[config.mk]
export PLATFORM = sky130hd
export DESIGN_NAME = mul_seq_ctrl
export DESIGN_NICKNAME = d
export VERILOG_FILES = /design/src/rtl/mul_seq_ctrl_pkg.sv /design/src/rtl/alu32.sv /design/src/rtl/mul_seq_ctrl.sv
export SDC_FILE = /design/constraint.sdc
export NUM_CORES = 1
export LEC_CHECK = 0
export CAP_MARGIN = 20
export CORE_ASPECT_RATIO = 0.9
export CORE_MARGIN = 3
export CORE_UTILIZATION = 56
export CTS_BUF_LIST = sky130_fd_sc_hd__clkbuf_8
export DETAILED_ROUTE_END_ITERATION = 12
export PLACE_DENSITY = 0.88
export SYNTH_ARGS = -nofsm -noshare
export SYNTH_HDL_FRONTEND = slang
export SYNTH_SLANG_ARGS = --single-unit
[constraint.sdc]
create_clock -name clk -period 4.8 [get_ports clk]
set_input_delay 0.96 -clock clk [delete_from_list [all_inputs] [get_ports clk]]
set_output_delay 0.96 -clock clk [all_outputs]
set_load 0.01 [all_outputs]
[src/rtl/mul_seq_ctrl_pkg.sv]
// Shared definitions for the shift-add multiply sequencer and its ALU.
// Holds the ALU op codes, the FSM state encoding and the iteration count.
package mul_seq_ctrl_pkg;

    localparam logic [2:0] ALU_XOR = 3'b000;
    localparam logic [2:0] ALU_ADD = 3'b010;
    localparam logic [2:0] ALU_SUB = 3'b011;
    localparam logic [2:0] ALU_OR  = 3'b100;
    localparam logic [2:0] ALU_NOR = 3'b101;
    localparam logic [2:0] ALU_AND = 3'b110;

    localparam int MUL_ITER = 32;
    localparam int CNT_W    = $clog2(MUL_ITER);

    typedef enum logic [2:0] {
        ST_IDLE   = 3'd0,
        ST_PREP_A = 3'd1,
        ST_PREP_B = 3'd2,
        ST_LOOP   = 3'd3,
        ST_FIX_LO = 3'd4,
        ST_FIX_HI = 3'd5,
        ST_DONE   = 3'd6
    } mul_state_e;

endpackage

[src/rtl/alu32.sv]
// 32-bit ALU shared with the execute stage: add/sub with carry, plus bitwise ops.
// SUB computes a + ~b + cin, so cin=1 gives a true a - b.
module alu32
    import mul_seq_ctrl_pkg::*;
(
    input  logic [31:0] a_i,
    input  logic [31:0] b_i,
    input  logic [2:0]  s_i,
    input  logic        cin_i,
    output logic [31:0] y_o,
    output logic        cout_o,
    output logic        v_o
);

    logic [31:0] b_eff;
    logic [32:0] sum;

    assign b_eff = (s_i == ALU_SUB) ? ~b_i : b_i;
    assign sum   = {1'b0, a_i} + {1'b0, b_eff} + {32'd0, cin_i};

    always_comb begin
        y_o    = 32'd0;
        cout_o = 1'b0;
        v_o    = 1'b0;
        case (s_i)
            ALU_ADD, ALU_SUB: begin
                y_o    = sum[31:0];
                cout_o = sum[32];
                v_o    = (a_i[31] == b_eff[31]) && (sum[31] != a_i[31]);
            end
            ALU_XOR: y_o = a_i ^ b_i;
            ALU_OR:  y_o = a_i | b_i;
            ALU_NOR: y_o = ~(a_i | b_i);
            ALU_AND: y_o = a_i & b_i;
            default: y_o = 32'd0;
        endcase
    end

endmodule

[src/rtl/mul_seq_ctrl.sv]
// Multi-cycle 32x32->64 MULT/MULTU sequencer: one shared ALU add per cycle,
// signed handled by negating operands up front and the product at the end.
module mul_seq_ctrl
    import mul_seq_ctrl_pkg::*;
#(
    parameter bit SIGNED_EN = 1'b1
) (
    input  logic        clk,
    input  logic        rst_n,
    input  logic        start,
    input  logic        signed_op,
    input  logic [31:0] op_a,
    input  logic [31:0] op_b,
    output logic        ready,
    output logic        busy,
    output logic        done,
    output logic [31:0] hi,
    output logic [31:0] lo
);

    localparam logic [CNT_W-1:0] CNT_LAST = CNT_W'(MUL_ITER - 1);

    mul_state_e       state_q;
    logic [31:0]      mcand_q, hi_q, lo_q;
    logic [CNT_W-1:0] cnt_q;
    logic             sgn_q, neg_q, brw_q;
    logic             ready_q, busy_q, done_q;

    logic [31:0] alu_a, alu_b, alu_y;
    logic [2:0]  alu_s;
    logic        alu_cin, alu_cout, alu_v_unused;

    logic        sgn_d;
    logic [31:0] hi_d, lo_d;

    assign sgn_d = signed_op & SIGNED_EN;

    // One LOOP step: 65-bit right shift of {carry, sum, lo}.
    assign hi_d = {alu_cout, alu_y[31:1]};
    assign lo_d = {alu_y[0], lo_q[31:1]};

    always_comb begin
        alu_a   = 32'd0;
        alu_b   = 32'd0;
        alu_s   = ALU_ADD;
        alu_cin = 1'b0;
        case (state_q)
            ST_PREP_A: begin alu_s = ALU_SUB; alu_b = mcand_q; alu_cin = 1'b1; end
            ST_PREP_B: begin alu_s = ALU_SUB; alu_b = lo_q;    alu_cin = 1'b1; end
            ST_LOOP: begin
                alu_a = hi_q;
                alu_b = lo_q[0] ? mcand_q : 32'd0;
            end
            ST_FIX_LO: begin alu_s = ALU_SUB; alu_b = lo_q; alu_cin = 1'b1;  end
            // ~hi + borrow: carries the low-word negation into the high word
            ST_FIX_HI: begin alu_s = ALU_SUB; alu_b = hi_q; alu_cin = brw_q; end
            default: ;
        endcase
    end

    alu32 u_alu (
        .a_i    (alu_a),
        .b_i    (alu_b),
        .s_i    (alu_s),
        .cin_i  (alu_cin),
        .y_o    (alu_y),
        .cout_o (alu_cout),
        .v_o    (alu_v_unused)
    );

    always_ff @(posedge clk or negedge rst_n) begin
        if (!rst_n) begin
            state_q <= ST_IDLE;
            mcand_q <= 32'd0;
            hi_q    <= 32'd0;
            lo_q    <= 32'd0;
            cnt_q   <= '0;
            sgn_q   <= 1'b0;
            neg_q   <= 1'b0;
            brw_q   <= 1'b0;
            ready_q <= 1'b1;
            busy_q  <= 1'b0;
            done_q  <= 1'b0;
        end else begin
            case (state_q)
                ST_IDLE: begin
                    done_q <= 1'b0;
                    if (start) begin
                        mcand_q <= op_a;
                        hi_q    <= 32'd0;
                        lo_q    <= op_b;
                        cnt_q   <= '0;
                        sgn_q   <= sgn_d;
                        neg_q   <= sgn_d & (op_a[31] ^ op_b[31]);
                        brw_q   <= 1'b0;
                        ready_q <= 1'b0;
                        busy_q  <= 1'b1;
                        state_q <= sgn_d ? ST_PREP_A : ST_LOOP;
                    end
                end
                ST_PREP_A: begin
                    if (sgn_q && mcand_q[31]) mcand_q <= alu_y;
                    state_q <= ST_PREP_B;
                end
                ST_PREP_B: begin
                    if (sgn_q && lo_q[31]) lo_q <= alu_y;
                    state_q <= ST_LOOP;
                end
                ST_LOOP: begin
                    hi_q  <= hi_d;
                    lo_q  <= lo_d;
                    cnt_q <= cnt_q + 1'b1;
                    if (cnt_q == CNT_LAST) begin
                        if (sgn_q) begin
                            state_q <= ST_FIX_LO;
                        end else begin
                            state_q <= ST_DONE;
                            busy_q  <= 1'b0;
                            done_q  <= 1'b1;
                        end
                    end
                end
                ST_FIX_LO: begin
                    if (neg_q) begin
                        lo_q  <= alu_y;
                        brw_q <= alu_cout;
                    end
                    state_q <= ST_FIX_HI;
                end
                ST_FIX_HI: begin
                    if (neg_q) hi_q <= alu_y;
                    state_q <= ST_DONE;
                    busy_q  <= 1'b0;
                    done_q  <= 1'b1;
                end
                ST_DONE: begin
                    done_q  <= 1'b0;
                    ready_q <= 1'b1;
                    state_q <= ST_IDLE;
                end
                default: begin
                    state_q <= ST_IDLE;
                    ready_q <= 1'b1;
                    busy_q  <= 1'b0;
                    done_q  <= 1'b0;
                end
            endcase
        end
    end

    assign ready = ready_q;
    assign busy  = busy_q;
    assign done  = done_q;
    assign hi    = hi_q;
    assign lo    = lo_q;

endmodule

# Word level (Yosys, flattened, before mapping)

Index checks and enable logic that the tools add are counted.

Add/sub/neg operators: 3
Equal/unequal tests: 19
Mux-type cells: 35
Bitwise gates (word level): 10
Reductions and logical operators: 25

Operators with widths:

| cell                                                                  | count |
|---|---|
| 32-bit 2-to-1 mux                                                     | 9 |
| 32-bit case mux with 4 select lines                                   | 2 |
| 32-bit case mux with 5 select lines                                   | 1 |
| 32-bit case mux with 3 select lines                                   | 1 |
| 32-bit inverter                                                       | 2 |
| 32-bit case mux with 2 select lines                                   | 1 |
| 32-bit by 32-bit adder with 33-bit output                             | 1 |
| 33-bit by 1-bit adder with 33-bit output                              | 1 |
| 32-bit bitwise AND                                                    | 1 |
| 32-bit bitwise OR                                                     | 1 |
| 32-bit bitwise XOR                                                    | 1 |
| 3-bit case mux with 6 select lines                                    | 1 |
| 2-bit != test, second input constant                                  | 7 |
| 3-bit AND reduction                                                   | 4 |
| 5-bit case mux with 2 select lines                                    | 1 |
| 2-bit by 3-bit equality test with 1-bit output, second input constant | 3 |
| 3-bit equality test, second input constant                            | 3 |
| 1-bit 2-to-1 mux                                                      | 9 |
| 2-bit AND reduction                                                   | 4 |
| 4-bit AND reduction                                                   | 2 |
| 4-bit OR reduction                                                    | 2 |
| 3-bit by 2-bit equality test with 1-bit output, second input constant | 2 |
| 3-bit zero test                                                       | 2 |
| 3-bit 2-to-1 mux                                                      | 2 |
| other kinds (18)                                                      | 29 |

Bits in registers: 110
Input bits: 68
Output and inout bits: 67
Word-level logic and storage cells: 103

# Longest topological paths before layout

Depth in word-level cells: 10
Depth in mapped cells: 17
Gate-level depth less buffers: 14

# By module

From an unflattened synthesis, not the netlist that was laid out.

Cells, all modules: 1,429
Area, all modules: 11,323.4 um^2

By module, submodules not included:

| module       | instances | cells each | area an instance (um^2) | seq. area each (um^2) |
|---|---|---|---|---|
| mul_seq_ctrl | 1         | 735        | 6,650.1                 | 2,753.9 |
| alu32        | 1         | 694        | 4,673.2                 | 0.0 |

# Least setup slack after synthesis

Ideal clock, no wire load.

Kind: reg-to-reg
Start: reg state_q[2]
End: reg hi_q[28], in the netlist hi[28]
Library setup time: 0.075 ns
Arrival time: 3.845 ns
Slack: 0.880 ns
Cell stages (with the launch flop): 17
Cells stage by stage: dfrtp_1 clkbuf_1 or2_2 clkbuf_1 clkbuf_1 o22ai_1 a21oi_1 fa_1 fa_1 a21o_1 a221oi_4 o21ai_4 o2111ai_4 nand3_2 and3_4 o32a_1 o21ai_2

Cells in the longest elaborated chain, start to end: 10

Ends and longest elaborated chain:

| element                                                                   | RTL line                               | source |
|---|---|---|
| start, declared                                                           | mul_seq_ctrl.sv:23                     | `mul_state_e state_q;` |
| start signal, assigned                                                    | mul_seq_ctrl.sv:98                     | `state_q <= sgn_d ? ST_PREP_A : ST_LOOP;` |
| 3-bit equality test (tied with other cells)                               | mul_seq_ctrl.sv:47, mul_seq_ctrl.sv:85 |  |
| 4-bit OR reduction (no source line) or 2-bit OR reduction (tied branches) | -                                      |  |
| 1-bit 2-to-1 mux or 32-bit case mux with 4 select lines (tied branches)   | mul_seq_ctrl.sv:47                     | `case (state_q)` |
| 2-bit equality test or 32-bit inverter (tied branches)                    | alu32.sv:18, alu32.sv:25               |  |
| 32-bit 2-to-1 mux                                                         | alu32.sv:18                            | `assign b_eff = (s_i == ALU_SUB) ? ~b_i : b_i;` |
| 32-bit by 32-bit adder with 33-bit output                                 | alu32.sv:19                            | `assign sum = {1'b0, a_i} + {1'b0, b_eff} + {32'd0, cin_i};` |
| 33-bit by 1-bit adder with 33-bit output                                  | alu32.sv:19                            |  |
| 32-bit case mux with 5 select lines                                       | alu32.sv:25                            | `case (s_i)` |
| 32-bit 2-to-1 mux                                                         | mul_seq_ctrl.sv:131                    | `if (neg_q) hi_q <= alu_y;` |
| 32-bit case mux with 3 select lines                                       | mul_seq_ctrl.sv:85                     | `case (state_q)` |
| end signal, assigned                                                      | mul_seq_ctrl.sv:110                    | `hi_q <= hi_d;` |
| end signal, assigned                                                      | mul_seq_ctrl.sv:131                    |  |
| end, declared                                                             | mul_seq_ctrl.sv:24                     | `logic [31:0] mcand_q, hi_q, lo_q;` |

Several ways; a longest one is shown, not always the timed one. The select of a mux whose other input is x is not followed.
A chain may end at the register's enable or synchronous reset.

# Worst setup path after layout

Start: reg state_q[1]
End: reg hi_q[23], in the netlist hi[23]

Same word-level chain as after synthesis.

==> results.sh <==
export IMPL_worstPathCellList="inv_1, nor2_4, buf_12, and2_1, ha_1, a21oi_1, o211ai_1, a221o_1, a21oi_1, nand2_1, xor2_1, a22oi_1, o21ai_0"
export IMPL_cp_start_kind="flop"
export IMPL_clock_latency_ps=400
export IMPL_vias=9545
export IMPL_ys_flop_type="dfrtp_1"
export IMPL_synth_area_um2=8480
export IMPL_drt_iter0_markers=1448
export IMPL_post_cts_resized=0
export IMPL_finalSetupViolations=0
export IMPL_cts_buffers=9
export IMPL_synth_fa_ha_area_share_pct=5.34
export IMPL_critPathRequiredTime_ps=5100
export IMPL_outcome="finished, final reports clean"
export IMPL_cts_tree="yes"
export IMPL_synth_fp_nets=1219
export IMPL_maxSlewHeadroom_pct=29.3
export IMPL_finalNetCount=1320
export IMPL_drt_wl_total_um=29900
export IMPL_path_clk_slew_ps=110
export IMPL_syn_avg_cell_area_um2=7.60
export IMPL_cp_end_kind="flop"
export IMPL_min_path_type="reg2reg"
export IMPL_period_needed_ps=4370
export IMPL_wl_per_cell_um=21.0
export IMPL_critPathMaxFanout=32
export IMPL_antenna_found_initial=0
export IMPL_rsz0062_at_grt="false"
export IMPL_core_um2=14800
export IMPL_h_tree_depth=3
export IMPL_grt_pass1_wl_um=46600
export IMPL_dieArea_um2=16700
export IMPL_synth_edf_count=0
export IMPL_grt_usage_pct=35.5
export IMPL_cts_root_buf="clkbuf_8"
export IMPL_max_clock_freq_mhz=229
export IMPL_die_w_um=136
export IMPL_cts_path_max_buffers=2
export IMPL_setup_worst_path_class="reg2reg"
export IMPL_synthCells=1116
export IMPL_crit_top_cell="a21oi_1"
export IMPL_initial_core_util_pct=57.4
export IMPL_synth_compound_gate_area_share_pct=31.7
export IMPL_synth_xor_area_share_pct=2.38
export IMPL_io_buffers=134
export IMPL_place_congestion=1.03
export IMPL_drtAntennaViolNets=0
export IMPL_final_cell_mix="153 x nor2_1, 153 x a21oi_1, 135 x nand2_1"
export IMPL_grt_overflow=0
export IMPL_synth_warning_count=0
export IMPL_fin_crit_sh_pct=91.0
export IMPL_yosysUniqueCellTypes=74
export IMPL_grt_max_degree=57
export IMPL_cts_setup_buffers=0
export IMPL_dr_pass1_iters=7
export IMPL_cp_slowest_stage_delay_ps=630
export IMPL_busiest_layer="met2"
export IMPL_first_global_vias=8701
export IMPL_synthMuxAreaShare_pct=1.56
export IMPL_grtUsageMet2_pct=53.2
export IMPL_slew_violations=0
export IMPL_gr_usage_met1_pct=50.5
export IMPL_post_dp_hpwl_um=21000
export IMPL_drive_gt1_share_pct=6.63
export IMPL_skew_ps=9.58
export IMPL_async_flop_share_pct=100
export IMPL_cts_sinks=110
export IMPL_maxCapViolCount=0
export IMPL_crit_arrival_ps=4670
export IMPL_ctsHoldBuffers=0
export IMPL_crit_slowest_cell="nor2_4"
export IMPL_row_count=42
export IMPL_drc=0
export IMPL_antenna_cells=0
export IMPL_met3_usage_pct=7.95
export IMPL_vias_per_cell=6.72
export IMPL_synth_top_family_by_area="compound AO/OA/AOI/OAI gates"
export IMPL_synth_simple_gate_area_share_pct=22.3
export IMPL_synth_seq_cells=110
export IMPL_die_h_um=123
export IMPL_io_pins=135
export IMPL_syn2layout_area_growth_pct=21.2
export IMPL_fin_tns_setup_ps=0
export IMPL_hold_viol_final=0
export IMPL_ys_seq_area_share_pct=32.5
export IMPL_tightest_slew_ps=1060
[critical path, delay by kind of cell (launching register included)]
kind / cells / cell delay (ps)
compound gates: 6 / 1520
simple gates: 3 / 930
xor+xnor: 1 / 330
buf+inv: 2 / 560
fa+ha+maj: 1 / 300
flops: 1 / 590
[metal layers]
layer | up-vias | wire, um
met5 | - | 0
met3 | 106 | 3860
met2 | 739 | 12800
met4 | 0 | 1060
li1 | 4259 | -
met1 | 4441 | 12200
[cells in the mapped netlist, types with 17 or more instances]
cell	n	share of area [%]
nand3_1	27	1.6
and2_1	35	2.6
clkbuf_1	62	2.7
ha_1	33	4.9
inv_1	17	0.75
a22oi_1	33	2.9
a221oi_1	30	3.1
a31oi_1	35	2.6
nor3_1	22	1.3
a21oi_1	155	9.1
dfrtp_1	109	32
o21ai_0	68	4.0
nand2_1	135	6.0
nor2_1	155	6.9
[metrics by stage]
| step | util (%) | std cells | hold slack, ps | instance area, um^2 | setup WS [ps] |
|---|---|---|---|---|---|
| 3_3_place_gp | 68.2 | 1404 | 481 | 10100 | 689 |
| 3_5_place_dp | 68.2 | 1404 | 484 | 10100 | 624 |
| 6_report | 69.6 | 1420 | 500 | 10300 | 434 |
| 4_1_cts | 69.6 | 1420 | 501 | 10300 | 591 |
| 2_1_floorplan | - | 1116 | 460 | 8480 | 880 |
| 5_1_grt | 69.6 | 1420 | 535 | 10300 | 204 |
[cell type report]
cell class | count | area (um^2)
multi-input combinational | 911 | 5400
timing repair buffer | 167 | 1600
clock buffer | 10 | 138
fill | 1245 | 4490
clock inverter | 6 | 67.6
tap | 198 | 248
inverter | 18 | 67.6
sequential | 110 | 2760
[path summary, 6_finish.rpt]
check | startpoint | to | slack, ps | cells after the start
min | ready$_DFFE_PN1P_ | ready$_DFFE_PN1P_ | 500 | 2
max reg2reg | state_q[1]$_DFFE_PN0P_ | hi[23]$_DFFE_PN0P_ | 430 | 13
min reg2reg | ready$_DFFE_PN1P_ | ready$_DFFE_PN1P_ | 500 | 2
min in group asynchronous | rst_n | lo[15]$_DFFE_PN0P_ | 680 | 2
max | state_q[1]$_DFFE_PN0P_ | hi[23]$_DFFE_PN0P_ | 430 | 13
max in group asynchronous | rst_n | state_q[2]$_DFFE_PN0P_ | 3570 | 2
[flip-flops by register name (all words and copies together), names as in the netlist]
| signal | flops |
|---|---|
| ready | 1 |
| sgn_q | 1 |
| neg_q | 1 |
| state_q | 3 |
| done | 1 |
| lo | 32 |
| cnt_q | 5 |
| brw_q | 1 |
| busy | 1 |
| hi | 32 |
| mcand_q | 32 |
[logic make-up (layout without fill, tap and decap cells)]
kind of cell | Yosys count | count (layout)
AND/OR/NAND/NOR | 422 | 422
multiplexers | 13 | 13
AO/OA/AOI/OAI | 418 | 418
adder cells (fa/ha/maj) | 35 | 35
buffers and inverters | 95 | 201
flip-flops | 110 | 110
XOR/XNOR | 23 | 23
Power is not shown: default switching activity piles up to over one toggle a cycle in this logic, so the estimate is an artifact.
